==> config.mk <==
export PLATFORM = sky130hd
export DESIGN_NAME = mem_stream_reader_flat
export DESIGN_NICKNAME = d
export VERILOG_FILES = /design/src/rtl/mem_stream_reader_pkg.sv /design/src/rtl/mem_stream_reader_if.sv /design/src/rtl/mem_stream_reader_stream_out.sv /design/src/rtl/mem_stream_reader.sv /design/src/flat_wrapper.sv
export SDC_FILE = /design/constraint.sdc
export NUM_CORES = 1
export LEC_CHECK = 0
export CAP_MARGIN = 15
export CORE_UTILIZATION = 40
export DETAILED_ROUTE_END_ITERATION = 10
export PLACE_DENSITY = 0.75
export SKIP_CTS_REPAIR_TIMING = 1
export SLEW_MARGIN = 40
export SYNTH_ARGS = -nofsm -noshare
export SYNTH_HDL_FRONTEND = slang
export SYNTH_SLANG_ARGS = --single-unit
export TNS_END_PERCENT = 30
==> constraint.sdc <==
create_clock -name clock -period 2.35 [get_ports clock]
set_input_delay 0.705 -clock clock [delete_from_list [all_inputs] [get_ports clock]]
set_output_delay 0.705 -clock clock [all_outputs]
set_load 0.01 [all_outputs]
==> src/rtl/mem_stream_reader_pkg.sv <==
// Shared definitions for the 16x8 scratch memory family: geometry constants,
// address/data word types and the read-side FSM state encoding.
package mem_pkg;

    localparam int MEM_ADDR_W = 4;
    localparam int MEM_DATA_W = 8;
    localparam int MEM_DEPTH  = 1 << MEM_ADDR_W;

    typedef logic [MEM_ADDR_W-1:0] mem_addr_t;
    typedef logic [MEM_DATA_W-1:0] mem_data_t;

    typedef enum logic [1:0] {
        IDLE  = 2'd0,
        READ  = 2'd1,
        DRAIN = 2'd2
    } rd_state_t;

endpackage

==> src/rtl/mem_stream_reader_if.sv <==
// Bundle of the burst-request port, the memory read port and the output
// stream of the memory stream reader. The reader uses the master view; the
// surrounding system (requester, memory, consumer) uses the slave view.
interface mem_stream_reader_if #(
    parameter int ADDR_W = mem_pkg::MEM_ADDR_W,
    parameter int DATA_W = mem_pkg::MEM_DATA_W
) ();

    // burst request
    logic              req_valid;
    logic              req_ready;
    logic [ADDR_W-1:0] req_addr;
    logic [ADDR_W-1:0] req_len;

    // memory read port
    logic [ADDR_W-1:0] mem_addr;
    logic [DATA_W-1:0] mem_data;

    // output stream
    logic              out_valid;
    logic              out_ready;
    logic [DATA_W-1:0] out_data;
    logic              out_last;

    // status
    logic              busy;

    modport master (
        input  req_valid, req_addr, req_len, mem_data, out_ready,
        output req_ready, mem_addr, out_valid, out_data, out_last, busy
    );

    modport slave (
        output req_valid, req_addr, req_len, mem_data, out_ready,
        input  req_ready, mem_addr, out_valid, out_data, out_last, busy
    );

endinterface

==> src/rtl/mem_stream_reader_stream_out.sv <==
// Single-entry valid/ready output register with a 'last' marker. A load is
// taken only when the slot is empty or being drained in the same cycle, so a
// held word never changes until the consumer accepts it.
module stream_out_reg #(
    parameter int DATA_W = 8
) (
    input  logic              clock,
    input  logic              reset,
    input  logic              load_i,
    input  logic [DATA_W-1:0] data_i,
    input  logic              last_i,
    input  logic              ready_i,
    output logic              can_load_o,
    output logic              valid_o,
    output logic              last_o,
    output logic [DATA_W-1:0] data_o
);

    logic              valid_q, valid_d;
    logic              last_q,  last_d;
    logic [DATA_W-1:0] data_q,  data_d;

    assign can_load_o = !valid_q || ready_i;

    // Load a new word, or empty the slot when the held word is accepted.
    always_comb begin
        valid_d = valid_q;
        last_d  = last_q;
        data_d  = data_q;
        if (load_i && can_load_o) begin
            valid_d = 1'b1;
            last_d  = last_i;
            data_d  = data_i;
        end else if (valid_q && ready_i) begin
            valid_d = 1'b0;
            last_d  = 1'b0;
        end
    end

    // Output slot register; the data word is left as-is when emptied.
    always_ff @(posedge clock or posedge reset) begin
        if (reset) begin
            valid_q <= 1'b0;
            last_q  <= 1'b0;
            data_q  <= '0;
        end else begin
            valid_q <= valid_d;
            last_q  <= last_d;
            data_q  <= data_d;
        end
    end

    assign valid_o = valid_q;
    assign last_o  = last_q;
    assign data_o  = data_q;

endmodule

==> src/rtl/mem_stream_reader.sv <==
// Burst reader for the scratch memory: accepts (start, length-1), walks the
// combinational read port with a wrapping address and streams one word per
// cycle through a valid/ready register, flagging the final word.
module mem_stream_reader
    import mem_pkg::*;
#(
    parameter int ADDR_W = MEM_ADDR_W,
    parameter int DATA_W = MEM_DATA_W
) (
    input  logic                clock,
    input  logic                reset,
    mem_stream_reader_if.master bus
);

    rd_state_t         state_q, state_d;
    logic [ADDR_W-1:0] cur_addr_q, cur_addr_d;
    logic [ADDR_W-1:0] remain_q, remain_d;

    logic              can_load;
    logic              load_en;
    logic              last_word;
    logic              out_valid;
    logic              out_last;
    logic [DATA_W-1:0] out_data;

    // A word is captured every READ cycle in which the output slot is free,
    // so a stalled consumer freezes address, count and output together.
    assign load_en   = (state_q == READ) && can_load;
    assign last_word = (remain_q == '0);

    // Next-state and address/count bookkeeping.
    always_comb begin
        state_d    = state_q;
        cur_addr_d = cur_addr_q;
        remain_d   = remain_q;
        case (state_q)
            IDLE: begin
                if (bus.req_valid) begin
                    cur_addr_d = bus.req_addr;
                    remain_d   = bus.req_len;
                    state_d    = READ;
                end
            end
            READ: begin
                if (load_en) begin
                    cur_addr_d = cur_addr_q + ADDR_W'(1);
                    remain_d   = remain_q - ADDR_W'(1);
                    if (last_word) begin
                        state_d = DRAIN;
                    end
                end
            end
            DRAIN: begin
                if (out_valid && bus.out_ready) begin
                    state_d = IDLE;
                end
            end
            default: begin
                state_d = IDLE;
            end
        endcase
    end

    // State, address and remaining-count registers; reset aborts any burst.
    always_ff @(posedge clock or posedge reset) begin
        if (reset) begin
            state_q    <= IDLE;
            cur_addr_q <= '0;
            remain_q   <= '0;
        end else begin
            state_q    <= state_d;
            cur_addr_q <= cur_addr_d;
            remain_q   <= remain_d;
        end
    end

    stream_out_reg #(
        .DATA_W (DATA_W)
    ) u_stream_out (
        .clock      (clock),
        .reset      (reset),
        .load_i     (load_en),
        .data_i     (bus.mem_data),
        .last_i     (last_word),
        .ready_i    (bus.out_ready),
        .can_load_o (can_load),
        .valid_o    (out_valid),
        .last_o     (out_last),
        .data_o     (out_data)
    );

    // The held address is presented in every state; it only moves on a load.
    assign bus.mem_addr  = cur_addr_q;
    assign bus.req_ready = (state_q == IDLE);
    assign bus.busy      = (state_q != IDLE);
    assign bus.out_valid = out_valid;
    assign bus.out_last  = out_last;
    assign bus.out_data  = out_data;

endmodule

==> src/flat_wrapper.sv <==
// flat-port wrapper written by rule: the top's interface ports become plain ports
module mem_stream_reader_flat import mem_pkg::*;
#(
    parameter int ADDR_W = MEM_ADDR_W,
    parameter int DATA_W = MEM_DATA_W
)
  (clock, reset, bus_req_valid, bus_req_addr, bus_req_len, bus_mem_data, bus_out_ready, bus_req_ready, bus_mem_addr, bus_out_valid, bus_out_data, bus_out_last, bus_busy);
  mem_stream_reader_if #(.ADDR_W(ADDR_W), .DATA_W(DATA_W)) bus_i ();
  input  logic clock;
  input  logic reset;
  input wire logic [$bits(bus_i.req_valid)-1:0] bus_req_valid;
  input wire logic [$bits(bus_i.req_addr)-1:0] bus_req_addr;
  input wire logic [$bits(bus_i.req_len)-1:0] bus_req_len;
  input wire logic [$bits(bus_i.mem_data)-1:0] bus_mem_data;
  input wire logic [$bits(bus_i.out_ready)-1:0] bus_out_ready;
  output wire logic [$bits(bus_i.req_ready)-1:0] bus_req_ready;
  output wire logic [$bits(bus_i.mem_addr)-1:0] bus_mem_addr;
  output wire logic [$bits(bus_i.out_valid)-1:0] bus_out_valid;
  output wire logic [$bits(bus_i.out_data)-1:0] bus_out_data;
  output wire logic [$bits(bus_i.out_last)-1:0] bus_out_last;
  output wire logic [$bits(bus_i.busy)-1:0] bus_busy;
  assign bus_i.req_valid = bus_req_valid;
  assign bus_i.req_addr = bus_req_addr;
  assign bus_i.req_len = bus_req_len;
  assign bus_i.mem_data = bus_mem_data;
  assign bus_i.out_ready = bus_out_ready;
  assign bus_req_ready = bus_i.req_ready;
  assign bus_mem_addr = bus_i.mem_addr;
  assign bus_out_valid = bus_i.out_valid;
  assign bus_out_data = bus_i.out_data;
  assign bus_out_last = bus_i.out_last;
  assign bus_busy = bus_i.busy;
  mem_stream_reader #(.ADDR_W(ADDR_W), .DATA_W(DATA_W)) u_core (.clock(clock), .reset(reset), .bus(bus_i));
endmodule
==> summary.md, run 1 <==
| Metric | Value |
|---|---|
| Area contributors post-synth | `dfrtp_1, mux2_2, o21ai_0, inv_1, ha_1` |
| Yosys cell types | `30` |
| Sequential Power Share | `0.340` |
| Min Tclk post-route | `2200 ps` |
| DRT antenna net count | `0` |
| Post-detail-place hpwl | `1690 µm` |
| Clock Latency Late Sink | `290 ps` |
| Average cell area after synthesis | `10.6 µm²` |
| Cts bufs inserted | `3` |
| Ant. Diodes | `0` |
| Max Root-Sink Buffers | `2` |
| Hold crit path type | `flip-flop to flip-flop` |
| Area Overhead vs Synth | `44.0%` |
| Placer Congestion | `0.912` |
| Root buffer cell | `clkbuf_4` |
| Die height | `52.2 µm` |
| Via/cell ratio | `5.38` |
| Share of layout cells above drive strength 1 | `0.170` |
| Maxcap violations | `0` |
| Measured slew at the worst slew-check pin | `491 ps` |
| Share of the synthesized area in the top cell type | `0.498` |
| Tot GR Track Use | `0.187` |
| Worst endpoint data arrival time | `1490 ps` |
| Worst Clk Skew | `2.18 ps` |
| Top-Level Pins | `36` |
| Drt pass-1 iters | `4` |
| Final nets | `159` |
| Global route overflow | `0` |
| Final Non-Filler Cells | `163` |
| DRT iter0 DRCs | `17` |
| CP Max Fanout | `2` |
| Post-route DRC violation count | `0` |
| # port buffers | `35` |
| Largest net degree at the start of global routing | `21` |
| Vias in the first global route | `881` |
| Seq cells post-synth | `20` |
| Cells after DPL | `159` |
| Clock Power Share | `0.086` |
| Filler Cell Count | `202` |
| Logic pwr share | `0.574` |
| Die width | `52.2 µm` |
| H-Tree Depth | `1` |
| Syn Nets | `117` |
| Total power | `1.81 mW` |
| Post-Synthesis Cells | `95` |
| Area leader, netlist | `dfrtp_1` |
| Register area | `502 µm²` |
| Worst-path cell chain | `or2_2, clkdlybuf4s50_1` |
| # rows | `17` |
| Endpoints failing hold | `0` |
| Routed WL | `2230 µm` |
| Synthesized area | `1010 µm²` |
| Area of the core | `2300 µm²` |
| Via count | `877` |
| Setup crit start kind | `flip-flop` |
| Uppermost routed layer | `met4` |
| Multi-input logic area | `443 µm²` |
| Final period util | `0.934` |
| Die Footprint | `2720 µm²` |
| RSZ-0062 raised after global routing | `false` |
| Syn. warnings | `0` |
| Routed WL per cell | `13.7 µm` |
| Antenna violations before repair | `0` |
| TritonCTS clock tree | `done` |
| Sw Ratio | `0.371` |
| Kind of critical path | `flip-flop to primary output` |
| Max incr delay on CP | `480 ps` |
| Post-synthesis sequential area ratio | `0.498` |
| CP max-delay cell | `clkdlybuf4s50_1` |
| WL met2 | `1110 µm` |
| Wl on met1 | `931 µm` |
| Setup violators final | `0` |
| Int Power | `1.14 mW` |
| Nature of the critical path endpoint | `primary output` |
| Slew headroom | `0.672` |
| Placed Area | `1420 µm²` |
| Sink Count | `20` |
| Worst EP required | `1640 ps` |
| Pins Over Slew Limit | `0` |
| Maximum vdd drop | `0.000796 V` |
| Leakage | `0.634 nW` |
| Cell area after layout | `1450 µm²` |
| Wire length on met3 | `160 µm` |
| F_max | `455 MHz` |
| Cell Pwr Density | `1250 nW/µm²` |
| First-pass GRT wire length | `3680 µm` |
| Starting Density | `0.438` |
| Status | `finished clean` |
| Switch Pwr | `672 µW` |
| CTS clk-pin slew, worst paths | `100 ps` |
## final timing paths
check,to,from,slack (ps),depth (start not counted)
worst max-delay path,bus_busy,u_core.state_q[1],150,2
worst min-delay path,u_core.u_stream_out.data_o[1],u_core.u_stream_out.data_o[1],520,1
worst max register to register,u_core.bus.mem_addr[2],u_core.state_q[1],630,4
worst min register to register,u_core.u_stream_out.data_o[1],u_core.u_stream_out.data_o[1],520,1
max in group asynchronous,u_core.state_q[1],reset,1410,3
min in group asynchronous,u_core.u_stream_out.last_o,reset,720,3
## critical path: cells and delay by family, from the launching register on
family	cells	cell delay, ps
AND/OR/NAND/NOR	1	300
buffers and inverters	1	480
flip-flops	1	420
## power by group through the flow
stage	sequential, mW	combinational (mW)	clock (mW)
floorplan	0.661	0.548	0
detailed placement	0.630	1.03	0
global placement	0.618	1.01	0
CTS	0.622	1.04	0.164
finish	0.617	1.04	0.157
global route	0.641	1.14	0.175
## layout make-up
type	count	area share
tap	28	0.0242
clock buffer	3	0.0155
multi-input combinational	59	0.306
inverter	11	0.0285
sequential	20	0.346
timing repair buffer	42	0.280
## layout by cell type, fill, tap and decap left out
master and instances:
nor3_1 1, a21oi_1 4, or2_2 1, nand2b_1 2
clkdlybuf4s50_1 34, o22a_1 2, o211ai_1 1, o21bai_1 1
nand3_1 1, clkbuf_4 3, nor4_1 2, nor2b_1 3
inv_1 11, mux2_2 9, buf_4 7, ha_1 2
dfrtp_1 19, nand2_1 4, o32a_1 2, mux2i_1 1
nor3b_1 2, and3b_1 1, dlymetal6s2s_1 1, or2_0 1
o21ai_0 9, a211oi_1 3, a2111oi_2 1, a2111o_1 1
or4_1 2, dfrtp_2 1, nor2_2 1, or3_1 1
o31ai_1 1
## per-layer routing
metal	GRT usage	vias up
met5	0	-
met4	0.0833	0
met3	0.0351	4
met2	0.327	41
met1	0.221	413
li1	-	419
## state kept, by name, summed over array words and instances, names as in the netlist
register                     count
u_core.u_stream_out.valid_o      1
u_core.remain_q                  4
u_core.u_stream_out.data_o       8
u_core.u_stream_out.last_o       1
u_core.state_q                   2
u_core.bus.mem_addr              4
## kinds of logic (layout without fill, tap and decap cells)
family                   after synthesis  after routing  synth area share
AO/OA/AOI/OAI                         25             25             0.173
AND/OR/NAND/NOR                       22             22             0.132
multiplexers                          10             10             0.111
buffers and inverters                 16             56            0.0622
adder cells (fa/ha/maj)                2              2            0.0249
flip-flops                            20             20             0.498
## stage by stage
step	hold WS (ps)	utilization	setup WS, ps	TNS (ps)
CTS	519	0.626	-38.8	-38.8
finish	516	0.631	155	0
floorplan	472	-	658	0
detailed placement	496	0.616	73.6	0
global placement	490	0.616	122	0
global route	547	0.631	104	0
## synth_stat cells
library cell  number
nand2_1            4
dfrtp_1           20
o211ai_1           1
or3_1              1
o22a_1             2
nand3_1            1
mux2_2             9
o31ai_1            1
buf_2              2
a21oi_1            4
inv_1             11
nor3b_1            2
o21bai_1           1
or4_1              2
nor2b_1            3
clkbuf_1           3
o21ai_0            9
a211oi_1           3
or2_0              1
nor4_1             2
nand2b_1           2
ha_1               2
a2111o_1           1
or2_2              1
nor3_1             1
mux2i_1            1
nor2_2             1
o32a_1             2
a2111oi_2          1
and3b_1            1
Power figures use the tool's default switching activity.
==> inputs of run 2 (changes only) <==
--- a/config.mk
+++ b/config.mk
@@ -6,9 +6,11 @@
 export NUM_CORES = 1
 export LEC_CHECK = 0
 export CAP_MARGIN = 15
-export CORE_UTILIZATION = 40
+export CELL_PAD_IN_SITES_DETAIL_PLACEMENT = 0
+export CELL_PAD_IN_SITES_GLOBAL_PLACEMENT = 1
+export CORE_UTILIZATION = 35
 export DETAILED_ROUTE_END_ITERATION = 10
-export PLACE_DENSITY = 0.75
+export PLACE_DENSITY = 0.84
 export SKIP_CTS_REPAIR_TIMING = 1
 export SLEW_MARGIN = 40
 export SYNTH_ARGS = -nofsm -noshare
==> summary.md, run 2 (synthesized netlist as in run 1, its figures left out) <==
| Metric | Value |
|---|---|
| Worst-path cell chain | `or2_2, clkdlybuf4s50_1 (unchanged)` |
| Max reg flops | `8 (unchanged)` |
| Status | `finished clean (unchanged)` |
| Die Footprint | `3090 µm² (was 2720 µm²)` |
| Kind of critical path | `flip-flop to primary output (unchanged)` |
| Worst EP required | `1640 ps (about the same)` |
| Commonest non-fill, non-tap cells in the layout | `clkdlybuf4s50_1, dfrtp_1, inv_1 (unchanged)` |
| Via/cell ratio | `5.31 (was 5.38)` |
| Final nets | `159 (unchanged)` |
| Post-route DRC violation count | `0 (unchanged)` |
| Max Root-Sink Buffers | `2 (unchanged)` |
| Worst slack at placement | `73.8 ps (was 73.6 ps)` |
| Largest net degree at the start of global routing | `21 (unchanged)` |
| # port buffers | `35 (unchanged)` |
| Vias in the first global route | `869 (was 881)` |
| H-Tree Depth | `1 (unchanged)` |
| Logic pwr share | `0.572 (was 0.574)` |
| Setup tns final | `0 ps (unchanged)` |
| Leakage | `0.635 nW (was 0.634 nW)` |
| Via count | `881 (was 877)` |
| Slew headroom | `0.647 (was 0.672)` |
| Hold WS | `518 ps (was 516 ps)` |
| Die height | `55.6 µm (was 52.2 µm)` |
| Measured slew at the worst slew-check pin | `530 ps (was 491 ps)` |
| Switch Pwr | `682 µW (was 672 µW)` |
| Die width | `55.6 µm (was 52.2 µm)` |
| TritonCTS clock tree | `done (unchanged)` |
| Int Power | `1.13 mW (was 1.14 mW)` |
| Hold crit path type | `flip-flop to flip-flop (unchanged)` |
| Area of the core | `2730 µm² (was 2300 µm²)` |
| Final setup margin | `128 ps (was 155 ps)` |
| Ant. Diodes | `0 (unchanged)` |
| Antenna violations before repair | `0 (unchanged)` |
| Sw Ratio | `0.376 (was 0.371)` |
| Worst endpoint data arrival time | `1520 ps (was 1490 ps)` |
| Cts bufs inserted | `3 (unchanged)` |
| Routed WL per cell | `14.5 µm (was 13.7 µm)` |
| Post-detail-place hpwl | `1790 µm (was 1690 µm)` |
| First-pass GRT wire length | `3850 µm (was 3680 µm)` |
| Cells after DPL | `161 (was 159)` |
| Starting Density | `0.368 (was 0.438)` |
| CP Max Fanout | `3 (was 2)` |
| Worst Clk Skew | `4.87 ps (was 2.18 ps)` |
| Clock Power Share | `0.090 (was 0.086)` |
| Nature of the critical path endpoint | `primary output (unchanged)` |
| Endpoints failing hold | `0 (unchanged)` |
| Setup violators final | `0 (unchanged)` |
| Max incr delay on CP | `490 ps (was 480 ps)` |
| R2r setup slk | `470 ps (was 630 ps)` |
| Area Overhead vs Synth | `44.4% (was 44.0%)` |
| Final period util | `0.946 (was 0.934)` |
| Tot GR Track Use | `0.159 (was 0.187)` |
| Cell Pwr Density | `1250 nW/µm² (about the same)` |
| Most common cell after layout, fill and taps aside | `clkdlybuf4s50_1 (unchanged)` |
| Crit path buf inv count | `1 (unchanged)` |
| # rows | `19 (was 17)` |
| Maxcap violations | `0 (unchanged)` |
| F_max | `450 MHz (was 455 MHz)` |
| Sequential Power Share | `0.339 (was 0.340)` |
| Top-Level Pins | `36 (unchanged)` |
| Final Non-Filler Cells | `166 (was 163)` |
| Share of layout cells above drive strength 1 | `0.170 (unchanged)` |
| CTS clk-pin slew, worst paths | `110 ps (was 100 ps)` |
| Final Core Density | `0.531 (was 0.631)` |
| Drt pass-1 iters | `4 (unchanged)` |
| RSZ-0062 raised after global routing | `false (unchanged)` |
| Setup crit start kind | `flip-flop (unchanged)` |
| Pins Over Slew Limit | `0 (unchanged)` |
| DRT iter0 DRCs | `33 (was 17)` |
| CP max-delay cell | `clkdlybuf4s50_1 (unchanged)` |
| Min Tclk post-route | `2220 ps (was 2200 ps)` |
| Root buffer cell | `clkbuf_4 (unchanged)` |
| Top delay family on crit path | `buffers and inverters (unchanged)` |
| DRT antenna net count | `0 (unchanged)` |
| Clock Latency Late Sink | `300 ps (was 290 ps)` |
| Placer Congestion | `0.806 (was 0.912)` |
| Sink Count | `20 (unchanged)` |
| Global route overflow | `0 (unchanged)` |
| Maximum vdd drop | `0.000775 V (was 0.000796 V)` |
| Routed WL | `2410 µm (was 2230 µm)` |
## run 2: per-layer routing
layer / track usage / wire length, µm / up-vias
met5: 0 / 0 / -
met1: 0.185 / 1020 / 418
met3: 0.0535 / 172 / 2
met4: 0.0500 / 13 / 0
met2: 0.274 / 1210 / 36
li1: - / - / 425
## run 2: stage by stage
| step | power [mW] | area [µm²] |
|---|---|---|
| 2_1_floorplan | 1.21 | 1010 |
| 3_3_place_gp | 1.62 | 1410 |
| 3_5_place_dp | 1.65 | 1410 |
| 4_1_cts | 1.83 | 1430 |
| 5_1_grt | 1.96 | 1450 |
| 6_report | 1.82 | 1450 |
## run 2: cell type report
class	instances	area [µm²]
fill	270	1280
tap	31	38.8
inverter	11	41.3
multi-input combinational	59	443
timing repair buffer	42	405
sequential	20	502
clock buffer	3	22.5
## run 2: worst register-to-register path, stage by stage (launching register included)
cell and delay [ps]:
dfrtp_2 430, buf_4 140, nand2b_1 370, nor2_2 440, mux2_2 390
## run 2: path summary, 6_finish.rpt
path	startpoint	to	depth (start not counted)
hold / removal	u_core.u_stream_out.data_o[2]	u_core.u_stream_out.data_o[2]	1
setup reg to reg	u_core.state_q[1]	u_core.u_stream_out.data_o[3]	4
min in group asynchronous	reset	u_core.bus.mem_addr[3]	3
setup / recovery	u_core.state_q[1]	bus_busy	2
hold reg to reg	u_core.u_stream_out.data_o[2]	u_core.u_stream_out.data_o[2]	1
max in group asynchronous	reset	u_core.state_q[1]	3
## run 2: power groups by stage
stage               registers [mW]  logic (mW)  clock network, mW
finish                       0.615        1.04              0.163
global route                 0.642        1.13              0.184
CTS                          0.620        1.03              0.173
detailed placement           0.624        1.03                  0
global placement             0.614        1.00                  0
floorplan                    0.661       0.548                  0
==> inputs of run 3 (changes only) <==
--- a/config.mk
+++ b/config.mk
@@ -10,7 +10,7 @@
 export CELL_PAD_IN_SITES_GLOBAL_PLACEMENT = 1
 export CORE_UTILIZATION = 35
 export DETAILED_ROUTE_END_ITERATION = 10
-export PLACE_DENSITY = 0.84
+export PLACE_DENSITY_LB_ADDON = 0.1
 export SKIP_CTS_REPAIR_TIMING = 1
 export SLEW_MARGIN = 40
 export SYNTH_ARGS = -nofsm -noshare
==> summary.md, run 3 (synthesized netlist as in run 1, its figures left out) <==
| Metric | Value |
|---|---|
| Status | `finished clean (unchanged)` |
| # port buffers | `35 (unchanged)` |
| DRT antenna net count | `0 (unchanged)` |
| Max Root-Sink Buffers | `2 (unchanged)` |
| Worst-path cell chain | `or2_2, inv_1, clkdlybuf4s50_1 (was or2_2, clkdlybuf4s50_1)` |
| Cts bufs inserted | `3 (unchanged)` |
| Nature of the critical path endpoint | `primary output (unchanged)` |
| Root buffer cell | `clkbuf_4 (unchanged)` |
| Die height | `55.6 µm (unchanged)` |
| Slew headroom | `0.644 (was 0.647)` |
| Ant. Diodes | `0 (unchanged)` |
| Setup crit start kind | `flip-flop (unchanged)` |
| Cell area after layout | `1460 µm² (was 1450 µm²)` |
| Worst Clk Skew | `8.36 ps (was 4.87 ps)` |
| CTS clk-pin slew, worst paths | `120 ps (was 110 ps)` |
| Drt pass-1 iters | `4 (unchanged)` |
| CP Max Fanout | `2 (was 3)` |
| Final nets | `159 (unchanged)` |
| Routed WL per cell | `13.5 µm (was 14.5 µm)` |
| DRT iter0 DRCs | `20 (was 33)` |
| Hold WS | `521 ps (was 518 ps)` |
| Post-route DRC violation count | `0 (unchanged)` |
| Filler Cell Count | `240 (was 270)` |
| TritonCTS clock tree | `done (unchanged)` |
| CP max-delay cell | `clkdlybuf4s50_1 (unchanged)` |
| Max incr delay on CP | `520 ps (was 490 ps)` |
| Final period util | `0.969 (was 0.946)` |
| Tot GR Track Use | `0.160 (was 0.159)` |
| Final Core Density | `0.535 (was 0.531)` |
| Placer Congestion | `0.715 (was 0.806)` |
| Area of the core | `2730 µm² (unchanged)` |
| Global route overflow | `0 (unchanged)` |
| Starting Density | `0.368 (unchanged)` |
| Antenna violations before repair | `0 (unchanged)` |
| Sink Count | `20 (unchanged)` |
| Leakage | `0.627 nW (was 0.635 nW)` |
| F_max | `439 MHz (was 450 MHz)` |
| H-Tree Depth | `1 (unchanged)` |
| Endpoints failing hold | `0 (unchanged)` |
| Pins Over Slew Limit | `0 (unchanged)` |
| Die width | `55.6 µm (unchanged)` |
| Share of layout cells above drive strength 1 | `0.169 (was 0.170)` |
| RSZ-0062 raised after global routing | `false (unchanged)` |
| Kind of critical path | `flip-flop to primary output (unchanged)` |
| Maxcap violations | `0 (unchanged)` |
| Multi-input logic area | `443 µm² (unchanged)` |
| Placed Area | `1430 µm² (was 1410 µm²)` |
| Clock Latency Late Sink | `300 ps (about the same)` |
| Measured slew at the worst slew-check pin | `534 ps (was 530 ps)` |
| Post-detail-place hpwl | `1640 µm (was 1790 µm)` |
| Cell Pwr Density | `1270 nW/µm² (was 1250 nW/µm²)` |
| Total power | `1.85 mW (was 1.82 mW)` |
| Setup tns final | `0 ps (unchanged)` |
| Min Tclk post-route | `2280 ps (was 2220 ps)` |
| Vias in the first global route | `887 (was 869)` |
| Die Footprint | `3090 µm² (unchanged)` |
| # rows | `19 (unchanged)` |
| Worst endpoint data arrival time | `1570 ps (was 1520 ps)` |
| Top-Level Pins | `36 (unchanged)` |
| Largest net degree at the start of global routing | `21 (unchanged)` |
| Setup violators final | `0 (unchanged)` |
| Worst EP required | `1640 ps (about the same)` |
| Via/cell ratio | `5.19 (was 5.31)` |
| Routed WL | `2250 µm (was 2410 µm)` |
| First-pass GRT wire length | `3920 µm (was 3850 µm)` |
| Maximum vdd drop | `0.000762 V (was 0.000775 V)` |
| Area Overhead vs Synth | `45.4% (was 44.4%)` |
| Via count | `867 (was 881)` |
| Register area | `500 µm² (was 502 µm²)` |
| Hold crit path type | `flip-flop to flip-flop (unchanged)` |
| Most common cell after layout, fill and taps aside | `clkdlybuf4s50_1 (unchanged)` |
| Commonest non-fill, non-tap cells in the layout | `clkdlybuf4s50_1, dfrtp_1, inv_1 (unchanged)` |
| Max reg flops | `8 (unchanged)` |
## run 3: cell types whose count changed in the layout (fill, tap and decap cells not counted)
cell	delta
dfrtp_2	-1
dfrtp_1	+1
dlymetal6s2s_1	-1
clkdlybuf4s50_1	+1
clkbuf_8	+1
## run 3: per-layer routing
metal  global-route usage  up-vias  part of all wire
li1                     -      419                 -
met1                0.227      423              0.49
met2                0.232       21              0.45
met3               0.0349        4             0.044
met4               0.0750        0             0.017
met5                    0        -                 0
## run 3: worst max-delay path: cells and delay by family, from the launching register on
family	cells	cell delay (ps)
buffers and inverters	2	570
flip-flops	1	390
AND/OR/NAND/NOR	1	300
## run 3: path summary, 6_finish.rpt
kind,slack (ps),cells after the start,from,end
max,70,3,u_core.state_q[1],bus_req_ready
max in group asynchronous,1420,3,reset,u_core.u_stream_out.data_o[5]
min reg2reg,520,1,u_core.u_stream_out.data_o[3],u_core.u_stream_out.data_o[3]
min in group asynchronous,720,3,reset,u_core.u_stream_out.valid_o
max reg2reg,620,5,u_core.state_q[1],u_core.u_stream_out.data_o[2]
min,520,1,u_core.u_stream_out.data_o[3],u_core.u_stream_out.data_o[3]
## run 3: stage by stage
step	cells	setup slack, ps
finish	167	72.5
global route	167	1.63
CTS	167	59.0
detailed placement	163	78.1
global placement	163	118
floorplan	95	658
## run 3: power by group
part           total [mW]  switching (mW)  internal (mW)
logic                1.04           0.461          0.574
registers           0.612           0.106          0.506
clock network       0.205           0.110         0.0944
## run 3: area by class of cell
cell class	instances	share of cell area
flip-flops and latches	20	0.342
multi-input cells	59	0.303
repair buffers	42	0.275
inverters	11	0.0282
well taps	31	0.0265
clock buffers	4	0.0248
